### src/rtl/pipe_hazard_ctrl.sv
// Stall/flush controller for the 5-stage pipeline: RAW hazard detection against
// in-flight EXE/MEM destinations, memory wait sequencing with timeout, branch flush.
module pipe_hazard_ctrl #(
    parameter int REG_ADDR_W = 4,
    parameter bit FWD_EN     = 1'b1,
    parameter int WAIT_MAX   = 8
) (
    input  logic                  clk,
    input  logic                  rst,
    input  logic                  id_valid,
    input  logic [REG_ADDR_W-1:0] id_src1,
    input  logic [REG_ADDR_W-1:0] id_src2,
    input  logic                  id_two_src,
    input  logic                  id_wb_en,
    input  logic                  id_mem_r_en,
    input  logic [REG_ADDR_W-1:0] id_dest,
    input  logic                  branch_taken,
    input  logic                  mem_req,
    input  logic                  mem_ready,
    output logic                  freeze_front,
    output logic                  flush_if,
    output logic                  flush_id,
    output logic                  stall_back,
    output logic                  mem_err
);
    localparam int CNT_W = $clog2(WAIT_MAX + 1);

    typedef enum logic [1:0] {RUN, MEM_WAIT, ERR} state_t;

    typedef struct packed {
        logic                  valid;
        logic                  wb;
        logic                  load;
        logic [REG_ADDR_W-1:0] dest;
    } slot_t;

    state_t           state;
    slot_t            exe_slot;
    slot_t            mem_slot;
    logic [CNT_W-1:0] wait_cnt;

    logic match_exe;
    logic match_mem;
    logic hazard;
    logic mem_stall;

    assign match_exe = exe_slot.valid & exe_slot.wb & id_valid &
                       ((id_src1 == exe_slot.dest) | (id_two_src & (id_src2 == exe_slot.dest)));
    assign match_mem = mem_slot.valid & mem_slot.wb & id_valid &
                       ((id_src1 == mem_slot.dest) | (id_two_src & (id_src2 == mem_slot.dest)));

    always_comb begin
        hazard = 1'b0;
        if (FWD_EN) hazard = match_exe & exe_slot.load;
        else        hazard = match_exe | match_mem;
    end

    always_comb begin
        mem_stall = 1'b0;
        case (state)
            RUN:      mem_stall = mem_req & ~mem_ready;
            MEM_WAIT: mem_stall = ~mem_ready;
            ERR:      mem_stall = 1'b1;
            default:  mem_stall = 1'b0;
        endcase
    end

    // Outputs are forced low for the whole reset assertion, not just after the edge.
    always_comb begin
        freeze_front = 1'b0;
        flush_if     = 1'b0;
        flush_id     = 1'b0;
        stall_back   = 1'b0;
        mem_err      = 1'b0;
        if (rst) begin
            mem_err = (state == ERR);
            if (mem_stall) begin
                freeze_front = 1'b1;
                stall_back   = 1'b1;
            end else if (branch_taken) begin
                flush_if = 1'b1;
                flush_id = 1'b1;
            end else if (hazard) begin
                freeze_front = 1'b1;
                flush_id     = 1'b1;
            end
        end
    end

    always_ff @(posedge clk or negedge rst) begin
        if (!rst) begin
            state    <= RUN;
            exe_slot <= '0;
            mem_slot <= '0;
            wait_cnt <= '0;
        end else begin
            if (!mem_stall) begin
                mem_slot <= exe_slot;
                if (flush_id) exe_slot <= '0;
                else          exe_slot <= '{id_valid, id_wb_en, id_mem_r_en, id_dest};
            end
            case (state)
                RUN: begin
                    if (mem_req && !mem_ready) begin
                        state    <= MEM_WAIT;
                        wait_cnt <= CNT_W'(1);
                    end
                end
                MEM_WAIT: begin
                    if (mem_ready) begin
                        state    <= RUN;
                        wait_cnt <= '0;
                    end else if (wait_cnt == CNT_W'(WAIT_MAX)) begin
                        state <= ERR;
                    end else begin
                        wait_cnt <= wait_cnt + 1'b1;
                    end
                end
                ERR:     state <= ERR;
                default: state <= RUN;
            endcase
        end
    end

endmodule

### config.mk
export PLATFORM = sky130hd
export DESIGN_NAME = pipe_hazard_ctrl
export DESIGN_NICKNAME = d
export VERILOG_FILES = /design/src/rtl/pipe_hazard_ctrl.sv
export SDC_FILE = /design/constraint.sdc
export NUM_CORES = 1
export LEC_CHECK = 0
export BUFFER_PORTS_ARGS = -buffer_cell sky130_fd_sc_hd__buf_2
export CAP_MARGIN = 10
export CORE_MARGIN = 3
export CORE_UTILIZATION = 50
export DETAILED_ROUTE_END_ITERATION = 10
export GPL_ROUTABILITY_DRIVEN = 0
export PLACE_DENSITY = 0.88
export SLEW_MARGIN = 20
export SYNTH_ARGS = -nofsm -noshare
export SYNTH_HDL_FRONTEND = slang
export SYNTH_SLANG_ARGS = --single-unit
### constraint.sdc
create_clock -name clk -period 2 [get_ports clk]
set_input_delay 0.4 -clock clk [delete_from_list [all_inputs] [get_ports clk]]
set_output_delay 0.4 -clock clk [all_outputs]
set_load 0.01 [all_outputs]
==> results.ini <==
[status]
status = finished with violations
violations = setup timing

[cts]
clock_latency_ns = 0.29
path_clk_slew_ns = 0.08
cts.path.max_buffers = 2
numCtsBuffers = 3
cts_sinks = 13
clockRootBuffer = clkbuf_4
cts_tree = done
htreeDepth = 1

[placement]
dp_hpwl_um = 1610
place_area_um2 = 1040
place_ws_ns = 0.0846
dp.cells = 147
place.port_buffers = 25

[floorplan]
start_util_pct = 56.0
dieWidth_um = 48.2
core_area_um2 = 1590
row_count = 14
die_area_um2 = 2330
fp.dieH_um = 48.2
pin_count = 26

[sta]
drv_slew = 0
setup_viol = 2
hold_violations = 0
slew_headroom_pct = 76.6
rsz0062_at_grt = true
tightest_slew_ns = 0.351
fmax_mhz = 492
hold_slack_ns = 0.144
fin_worst_skew_ns = 0.00472
min_period_over_period_pct = 102
min_period_ns = 2.03
fin_tns_setup_ns = -0.0666
finalWorstSetupSlack_ns = -0.0342

[drt]
wl_per_cell_um = 13.9
wirelength_um = 2140
ant_nets = 0
drt_iter0_drc = 27
drcViolationCount = 0
viasPerCell = 5.34
firstDrtPassIters = 4
num_vias = 823

[job]
maxCapViolCount = 0

[global_routing]
grt_usage_pct = 20.5
overflow = 0
antenna_found_initial = 0
grt_max_degree = 17
grt_pass1_wl_um = 3190
grt_pass1_vias = 767

[synthesis]
yosysTopAreaCellShare_pct = 36.5
synthCells = 98
synthArstFlopShare_pct = 100
syn-num-nets = 121
ys_seq_area_share_pct = 36.5
netlist-cell-type-count = 32
synth_area_leaders = dfrtp_1 (36%), mux2i_1 (9.0%), nor2b_1 (5.6%)
synth_ff_type = dfrtp_1
yosys_warnings = 0
yosysTopAreaCell = dfrtp_1
ys_ff_latch = 13
synth_edf_count = 0
syn_area_per_cell_um2 = 9.10
syn_area_um2 = 892

[power]
power_switching_uw = 129
total_leakage_power_nw = 0.516
combPwrFrac_pct = 13.1
intPower_uw = 372
powerDensity_nw_per_um2 = 450
power_uw = 501
ir_worst_vdd_uv = 386
clkPwrFrac_pct = 34.5
share_seq_of_total_power_pct = 52.4
switching_share_pct = 25.8

[worst_setup_path]
cp.required_ns = 1.60
critical-path-max-stage-delay_ns = 0.42
crit_type = reg -> out
cp.arrival_ns = 1.63
slowest_stage = dfrtp_1
crit_path_end_kind = primary output
cp-start-kind = flip-flop
crit_chain = xor2_1, nor4_2, o2bb2ai_2, a31o_2, buf_6
path_max_fanout = 3

[layout]
drive_above_1_share_pct = 28.5
layoutNonFillerInstCount = 154
syn_to_final_growth_pct = 24.8
n_antenna_cell = 0
num-nets-final = 154
final_cell_mix = buf_2 (23), dfrtp_1 (13)
final_common_cell = buf_2
final_cell_area_um2 = 1110
fillers = 118
fin_util_pct = 69.9

[hold_path]
min_path_type = in -> async

[state kept, by name, summed over array words and instances (netlist names)]
name,count
wait_cnt,4
exe_slot,7
state,2
[per-layer routing]
layer / vias up / share of wire (%) / global-route usage [%]
met5: - / 0 / 0
met3: 7 / 6.2 / 4.06
li1: 410 / - / -
met1: 374 / 41 / 21.5
met2: 32 / 51 / 38.0
met4: 0 / 2.1 / 10.2
[power groups by stage]
stage / logic, mW / registers [mW] / clock network, mW
after CTS: 0.0657 / 0.263 / 0.176
after floorplan: 0.0243 / 0.268 / 0
final: 0.0659 / 0.263 / 0.173
after global routing: 0.0721 / 0.263 / 0.186
after global placement: 0.0592 / 0.268 / 0
after detailed placement: 0.0614 / 0.268 / 0
[logic make-up after synthesis]
logic type | synth area share [%]
adders and majority gates | 2.80
xor gates and xnor gates | 7.85
DFF | 36.5
AOI/OAI and AO/OA | 15.8
buffers and inverters | 6.31
and+or+nand+nor | 21.7
muxes | 8.98
[worst paths after layout]
| check | startpoint | end | slack [ns] | cells after the start |
|---|---|---|---|---|
| hold / removal | rst | exe_slot[0] | 0.14 | 2 |
| setup reg to reg | wait_cnt[0] | wait_cnt[3] | 0.36 | 6 |
| setup / recovery | exe_slot[3] | freeze_front | -0.03 | 5 |
| max in group asynchronous | rst | state[0] | 1.31 | 2 |
| min in group clk | id_dest[1] | exe_slot[1] | 0.37 | 3 |
| hold reg to reg | exe_slot[4] | exe_slot[4] | 0.53 | 2 |
[what timing repair did]
action / in CTS / in global routing
buffers inserted: 2 / 0
gates resized for setup: 3 / 0
setup endpoints to repair: 2 / 2
hold buffers: 1 / 0
endpoints found under the hold margin: 3 / 0
pin swaps: 2 / 2
[cell usage after synthesis, types with 2 or more instances]
library cell  instances
ha_1                  2
dfrtp_1              13
xor2_1                4
o21ai_1               8
nand2_1               4
a21oi_1               2
nand3_1               8
or3_1                 2
nor2_1                6
o21ai_0               2
buf_6                 2
mux2i_1               8
xnor2_1               4
inv_1                 8
nor2b_1               8
[final cells by class]
type | instances | area [µm²] | area share [%]
clock buffer | 4 | 26.3 | 2.36
inverter | 8 | 30.0 | 2.70
multi-input combinational | 74 | 517 | 46.4
sequential | 13 | 325 | 29.2
tap | 24 | 30.0 | 2.70
timing repair buffer | 31 | 185 | 16.6
[critical path, delay by kind of cell (launching register included)]
kind	cells	cell delay (ns)
XOR/XNOR	1	0.16
flip-flops	1	0.42
AO/OA/AOI/OAI	2	0.36
AND/OR/NAND/NOR	1	0.30
buffers and inverters	1	0.10
(Power assumes the default switching activity.)
